`src/rtl/mem_pkg.sv`:
```
// Shared constants and FSM state encoding for the memory bus initiator.
// Imported by the initiator RTL and reused by benches driving mem_ifc.
package mem_pkg;

  localparam int DEF_ADDR_WIDTH = 4;
  localparam int DEF_DATA_WIDTH = 8;

  typedef enum logic [2:0] {
    IDLE,
    WR_CMD,
    RD_CMD,
    RD_WAIT,
    RESP
  } mem_init_state_e;

endpackage

```
`src/rtl/mem_sat_cnt.sv`:
```
// 16-bit event counter that sticks at all-ones instead of wrapping.
// Used for the completed-write and completed-read tallies.
module mem_sat_cnt (
  input  logic        clk,
  input  logic        rst_n,
  input  logic        inc,
  output logic [15:0] cnt
);

  logic [15:0] q;

  always_ff @(posedge clk or negedge rst_n) begin
    if (!rst_n) begin
      q <= '0;
    end else if (inc && (q != 16'hFFFF)) begin
      q <= q + 16'd1;
    end
  end

  assign cnt = q;

endmodule

```
`src/rtl/mem_initiator.sv`:
```
// Single-outstanding bus initiator for the single-port memory.
// Request/response valid/ready channels; all outputs come from flops.
module mem_initiator #(
  parameter int ADDR_WIDTH = mem_pkg::DEF_ADDR_WIDTH,
  parameter int DATA_WIDTH = mem_pkg::DEF_DATA_WIDTH,
  parameter int RD_LATENCY = 1
) (
  input  logic                  clk,
  input  logic                  reset_n,
  input  logic                  req_valid,
  output logic                  req_ready,
  input  logic                  req_wr,
  input  logic [ADDR_WIDTH-1:0] req_addr,
  input  logic [DATA_WIDTH-1:0] req_wdata,
  output logic                  rsp_valid,
  input  logic                  rsp_ready,
  output logic [DATA_WIDTH-1:0] rsp_data,
  output logic [ADDR_WIDTH-1:0] addr_in,
  output logic [DATA_WIDTH-1:0] data_in,
  output logic                  wr_en,
  output logic                  op_en,
  output logic                  cs,
  input  logic [DATA_WIDTH-1:0] data_out,
  output logic [15:0]           wr_cnt,
  output logic [15:0]           rd_cnt
);

  import mem_pkg::*;

  if ((RD_LATENCY < 1) || (RD_LATENCY > 7)) begin : g_bad_lat
    $error("mem_initiator: RD_LATENCY must be within 1..7");
  end

  mem_init_state_e state;
  mem_init_state_e state_n;
  logic [2:0]      lat_cnt;
  logic            accept;
  logic            last_wait;
  logic            rsp_done;

  assign accept    = (state == IDLE) && req_ready && req_valid;
  assign last_wait = (state == RD_WAIT) && (lat_cnt == 3'd1);
  assign rsp_done  = (state == RESP) && rsp_valid && rsp_ready;

  always_comb begin
    state_n = state;
    unique case (state)
      IDLE:    if (accept) state_n = req_wr ? WR_CMD : RD_CMD;
      WR_CMD:  state_n = IDLE;
      RD_CMD:  state_n = RD_WAIT;
      RD_WAIT: if (last_wait) state_n = RESP;
      RESP:    if (rsp_done) state_n = IDLE;
      default: state_n = IDLE;
    endcase
  end

  // Bus strobes are registered off the next state so they line up
  // with the state they belong to without any input-to-output path.
  always_ff @(posedge clk or negedge reset_n) begin
    if (!reset_n) begin
      state     <= IDLE;
      req_ready <= 1'b0;
      rsp_valid <= 1'b0;
      rsp_data  <= '0;
      addr_in   <= '0;
      data_in   <= '0;
      wr_en     <= 1'b0;
      op_en     <= 1'b0;
      cs        <= 1'b0;
      lat_cnt   <= '0;
    end else begin
      state     <= state_n;
      req_ready <= (state_n == IDLE);
      cs        <= (state_n == WR_CMD) || (state_n == RD_CMD);
      wr_en     <= (state_n == WR_CMD);
      op_en     <= (state_n == RD_CMD) || (state_n == RD_WAIT);
      rsp_valid <= (state_n == RESP);
      if (accept) begin
        addr_in <= req_addr;
        data_in <= req_wdata;
      end
      if (state == RD_CMD) begin
        lat_cnt <= 3'(RD_LATENCY);
      end else if (state == RD_WAIT) begin
        lat_cnt <= lat_cnt - 3'd1;
      end
      if (last_wait) begin
        rsp_data <= data_out;
      end
    end
  end

  mem_sat_cnt u_wr_cnt (
    .clk   (clk),
    .rst_n (reset_n),
    .inc   (state == WR_CMD),
    .cnt   (wr_cnt)
  );

  mem_sat_cnt u_rd_cnt (
    .clk   (clk),
    .rst_n (reset_n),
    .inc   (rsp_done),
    .cnt   (rd_cnt)
  );

endmodule
```
`config.mk`:
```
export PLATFORM = sky130hd
export DESIGN_NAME = mem_initiator
export DESIGN_NICKNAME = d
export VERILOG_FILES = /design/src/rtl/mem_pkg.sv /design/src/rtl/mem_sat_cnt.sv /design/src/rtl/mem_initiator.sv
export SDC_FILE = /design/constraint.sdc
export NUM_CORES = 1
export LEC_CHECK = 0
export ABC_AREA = 1
export CAP_MARGIN = 5
export CORE_ASPECT_RATIO = 1.5
export CORE_UTILIZATION = 30
export CTS_CLUSTER_DIAMETER = 50
export CTS_CLUSTER_SIZE = 25
export DETAILED_ROUTE_END_ITERATION = 16
export PLACE_DENSITY = 0.5
export SYNTH_ARGS = -nofsm -noshare
export SYNTH_HDL_FRONTEND = slang
export SYNTH_SLANG_ARGS = --single-unit
```
`constraint.sdc`:
```
create_clock -name clk -period 2.6 [get_ports clk]
set_clock_uncertainty 0.1 [all_clocks]
set_input_delay 0.26 -clock clk [delete_from_list [all_inputs] [get_ports clk]]
set_output_delay 0.26 -clock clk [all_outputs]
set_load 0.02 [all_outputs]
```
Word-level counts from Yosys, hierarchy flattened
Index checks and enable logic that the tools add are counted.
{ "totals": {"regBits": 63, "in_bits": 25, "output_inout_bits": 57} }
{ "classes": {"n_addsub": 3, "eq_ne": 11, "mux": 7, "n_reduce_logical": 12} }
{ "ops": {"columns": ["op", "n"], "rows": [
  ["adder 16 x 1 -> 16 bit (second input constant)", 2],
  ["!= test 16 bit (second input constant)", 2],
  ["two-way mux 3 bit", 5],
  ["equality test 3 x 2 -> 1 bit (second input constant)", 4],
  ["one-hot mux 3 bit (4 select lines)", 1],
  ["equality test 3 x 1 -> 1 bit (second input constant)", 3],
  ["logical AND 1 bit", 7],
  ["equality test 3 bit (second input constant)", 2],
  ["logical NOT 3 bit", 2],
  ["subtractor 3 x 1 -> 3 bit (second input constant)", 1],
  ["logical OR 1 bit", 2],
  ["two-way mux 2 bit", 1],
  ["nonzero test 2 bit", 1]
]} }

Depth between registers and ports, before layout
{ "depth": {"depth_word": 7, "depth_mapped": 9} }

By module
A second synthesis with hierarchy kept.
{ "hier_totals": {"cells_unflattened": 433, "area_unflattened_um2": 3487.1} }
{ "modules_own_cells": {"columns": ["mod", "instances", "cells_each", "area_each_um2", "seq_area_each_um2"], "rows": [
  ["mem_sat_cnt", 2, 149, 1058.5, 400.4],
  ["mem_initiator", 1, 135, 1370.1, 775.7]
]} }

Worst setup path before layout
Ideal clock, no wire load.
{ "synth_timing": {"path_type": "register -> register", "start": "reg u_wr_cnt.q[0], in the netlist u_wr_cnt.cnt[0]", "end": "reg u_wr_cnt.q[0], in the netlist u_wr_cnt.cnt[0]", "setup_ns": 0.117, "arrival_ns": 1.580, "slack_ns": 0.803, "path_stages_with_launch": 10, "n_path_buf": 1, "path_cell_list": "dfrtp_1 -> ha_1 -> nand3_1 -> inv_2 -> nand2_4 -> o21ai_4 -> inv_4 -> buf_6 -> nand2_1 -> nand2_1"} }
{ "synth_between": {"elab_chain_len": 2, "elab_cells_between_ends": 3, "classes_between": "add/sub: 1; eq/ne: 1; reduce/logical: 1"} }
{ "synth_rtl": {"columns": ["item", "line", "source"], "rows": [
  ["start, declared", "mem_sat_cnt.sv:10", "logic [15:0] q;"],
  ["start signal, assigned", "mem_sat_cnt.sv:16", "q <= q + 16'd1;"],
  ["branches (longest 2 deep; another with adder 16 x 1 -> 16 bit)", null, null]
]} }
Several ways; the timed one is not identified.
A chain may end at the register's enable or synchronous reset.

Worst setup path in the final report
{ "layout_timing": {"start": "reg u_wr_cnt.q[0], in the netlist u_wr_cnt.cnt[0]", "end": "reg u_wr_cnt.q[13], in the netlist u_wr_cnt.cnt[13]"} }
The elaborated chain is that of the path after synthesis.

==> key figures <==
Worst setup path
  • CP Depth: 8
  • Setup CP Type: flip-flop to flip-flop
  • Slowest CP cell: o21ai_4
  • Critical path arrival: 2.14 ns
  • Crit. End Element: flip-flop
  • Critical Path Source: u_wr_cnt.cnt[0]
  • Worst stage delay on the critical path: 0.45 ns
  • Req. time, crit path: 2.72 ns
  • Largest delay contributor family on the critical path: compound AO/OA/AOI/OAI gates
  • Cell mode on critical path: nand2_1
  • Worst setup SP type: flip-flop
  • CP Max Fanout: 18
  • Reg2reg path depth: 8
  • Worst R2R Start: u_wr_cnt.cnt[0]
  • Crit path cell chain: ha_1 > nand3_1 > inv_2 > nand2_4 > o21ai_4 > inv_4 > nand2_1 > nand2_1
  • CP Buf/Inv Count: 2

Synth
  • Synth cell count leaders: nand2_1 (200), dfrtp_1 (63), nor2_1 (31), inv_1 (28), nand3_1 (23)
  • Adder-Cell Fraction of Synth Area: 1.570%
  • Mapped Nets: 445
  • Yosys cell types: 25
  • Post-synthesis simple-gate area fraction: 35.20%
  • Async SR Flop Fraction: 100.0%
  • Most common cell in the netlist: nand2_1
  • Synth Instances: 416
  • Register area share after synthesis: 49.45%
  • Post-Syn Area: 0.003188 mm^2
  • Yosys top cell area share: 49.45%
  • Synth area leader: dfrtp_1
  • Synth Area in XOR/XNOR: 4.121%
  • Mean Syn Cell Area: 7.664 um^2
  • Multiplexer area fraction after synthesis: 0%
  • Synth area leaders: dfrtp_1 (49%), nand2_1 (24%), nor2_1 (3.6%), nand3_1 (3.6%), inv_1 (3.3%)
  • Synth Register Bits: 63
  • Largest family of logic cells by synthesized area: simple AND/OR/NAND/NOR gates
  • Yosys warning total: 0
  • Post-synthesis compound-gate area fraction: 4.239%
  • Post-synth EDFFs: 0
  • Ys flop type: dfrtp_1

Placed design
  • Dpl hpwl: 5885 um
  • Post-place instance area: 0.004167 mm^2
  • RD Place Congestion: 0.7755
  • Pre-CTS WS: 0.5425 ns
  • # port buffers: 81

Floorplan
  • Die area: 0.01105 mm^2
  • Initial core utilization: 31.11%
  • Row cnt: 45
  • Die height: 128.3 um
  • Core box area: 0.01025 mm^2
  • Die width: 86.17 um
  • IO Pins: 82

Power
  • Sw Ratio: 34.55%
  • Sequential share of power: 33.5%
  • VDD IR max: 360.4 uV
  • Total power: 0.004349 W
  • Sw Pwr: 0.001503 W
  • Combinational Power Share: 34.8%
  • Clock share of power: 31.7%
  • P_int: 0.002847 W
  • PwrDens: 963.2 mW/mm^2
  • Static Leakage: 2.098 nW

CTS
  • Clock sinks: 63
  • CTS tree: done
  • Worst-Skew Late Latency: 0.33 ns
  • Clock root cell: clkbuf_16
  • CTS Buffer Depth: 2
  • H-tree depth: 3
  • Reg clk slew, reported paths: 0.06 ns
  • CTS Buf Count: 9
  • PostCTS Resize Cnt: 0

Global routing
  • Number of global-route vias before repair: 2697
  • Tot GR Track Use: 15.74%
  • Largest net degree at the start of global routing: 30
  • Initial antenna violation count: 0
  • GRT overflow: 0
  • First-pass GRT wire length: 13150 um

Timing
  • Tmin final: 2.024 ns
  • Final setup margin: 0.5765 ns
  • Pins Over Slew Limit: 0
  • Period utilisation layout: 77.83%
  • Fin. Hold Viols: 0
  • Finish-stage setup viols: 0
  • Slew headroom: 59.12%
  • Unrepaired setup endpoints after global routing: no
  • Fmax achieved: 0.4942 GHz
  • Worst-Margin Slew: 0.6085 ns
  • Fin Setup TNS: 0 ns

Cells and area
  • Area Growth Syn to Fin: 41.64%
  • Share of cells above drive strength 1: 7.031%
  • # diodes: 0
  • Post-route cell area: 0.004516 mm^2
  • NumNets Final: 536

Routing
  • Post-route ant nets: 0
  • Highest routed layer: met4
  • WL met3: 352 um
  • Via count: 2899
  • WL final: 8107 um
  • DR DRC count: 0
  • DR WL met2: 4178 um
  • WL met1: 3394 um
  • Initial drt markers: 79
  • Drt wl/cell: 12.42 um
  • Vias per cell: 4.440
  • 1st-pass router iterations: 5

Min path
  • Hold Crit Class: input pin to async pin

Job
  • Max_cap viols: 0

Run status
  • Status: finished, final reports clean
## cell families (layout without fill, tap and decap cells)
group	Yosys count	after routing
flip-flops	63	63
buffers and inverters	38	134
adder cells (fa/ha/maj)	4	4
AND/OR/NAND/NOR	275	275
XOR/XNOR	15	15
AO/OA/AOI/OAI	21	21
## stage by stage
stage	hold WS, ns	utilization, %	std cells
final	0.3183	44.07	653
after global routing	0.3501	44.07	653
after CTS	0.3285	44.07	653
after detailed placement	0.1475	40.66	636
after global placement	0.1486	40.66	636
after floorplan	-0.1356	-	416
## worst register-to-register path: stages, from the launching register on
cell     delay [ns]
dfrtp_1        0.44
ha_1           0.23
nand3_1        0.17
inv_2          0.14
nand2_4        0.06
o21ai_4        0.45
inv_4          0.16
nand2_1        0.11
nand2_1        0.05
## registers in the layout (all words and copies together), names as in the netlist
name	cells
u_rd_cnt.cnt	16
u_wr_cnt.cnt	16
data_in	8
rsp_data	8
addr_in	4
lat_cnt	3
state	3
cs	1
op_en	1
req_ready	1
rsp_valid	1
wr_en	1
## area by class of cell
cell class | instances | area [um^2]
fillers | 1073 | 5732
flip-flops and latches | 63 | 1577
multi-input cells | 315 | 1439
repair buffers | 87 | 865.8
clock buffers | 11 | 232.7
well taps | 141 | 176.4
inverters | 31 | 118.9
clock inverters | 5 | 106.4
## power by group through the flow
stage          Clock (W)  Combinational [W]  Sequential, W
2_1_floorplan          0           0.000575        0.00174
3_3_place_gp           0            0.00152        0.00147
3_5_place_dp           0            0.00154        0.00147
4_1_cts          0.00142            0.00155        0.00146
5_1_grt          0.00146            0.00167        0.00150
6_report         0.00138            0.00151        0.00146
## metal layers
layer / global-route usage (%) / vias up
met2: 27.54 / 73
met3: 3.670 / 14
met5: 0 / -
li1: - / 1486
met4: 7.451 / 0
met1: 17.86 / 1326
## what timing repair did
| item | 4_1_cts | 5_1_grt |
|---|---|---|
| endpoints found under the setup margin | 0 | 0 |
| hold buffers | 1 | 0 |
| endpoints found under the hold margin | 17 | 0 |
| buffers inserted | 0 | 0 |
## placed cells by master (no fill, tap or decap), types with 9 or more instances in the layout
master,Yosys,routed
nand2_1,200,200
clkdlybuf4s50_1,0,80
dfrtp_1,63,63
nor2_1,31,31
inv_1,28,28
nand3_1,23,23
o21ai_0,15,15
nand4_1,12,12
xnor2_1,10,10
clkbuf_16,0,9
## path summary, 6_finish.rpt
kind / to / slack (ns)
worst min-delay path: rsp_data[4] / 0.32
worst max register to register: u_wr_cnt.cnt[13] / 0.58
max in group asynchronous: op_en / 1.47
min in group clk: addr_in[0] / 0.36
worst max-delay path: u_wr_cnt.cnt[13] / 0.58
worst min register to register: rsp_data[2] / 0.37
(Power assumes the default switching activity.)
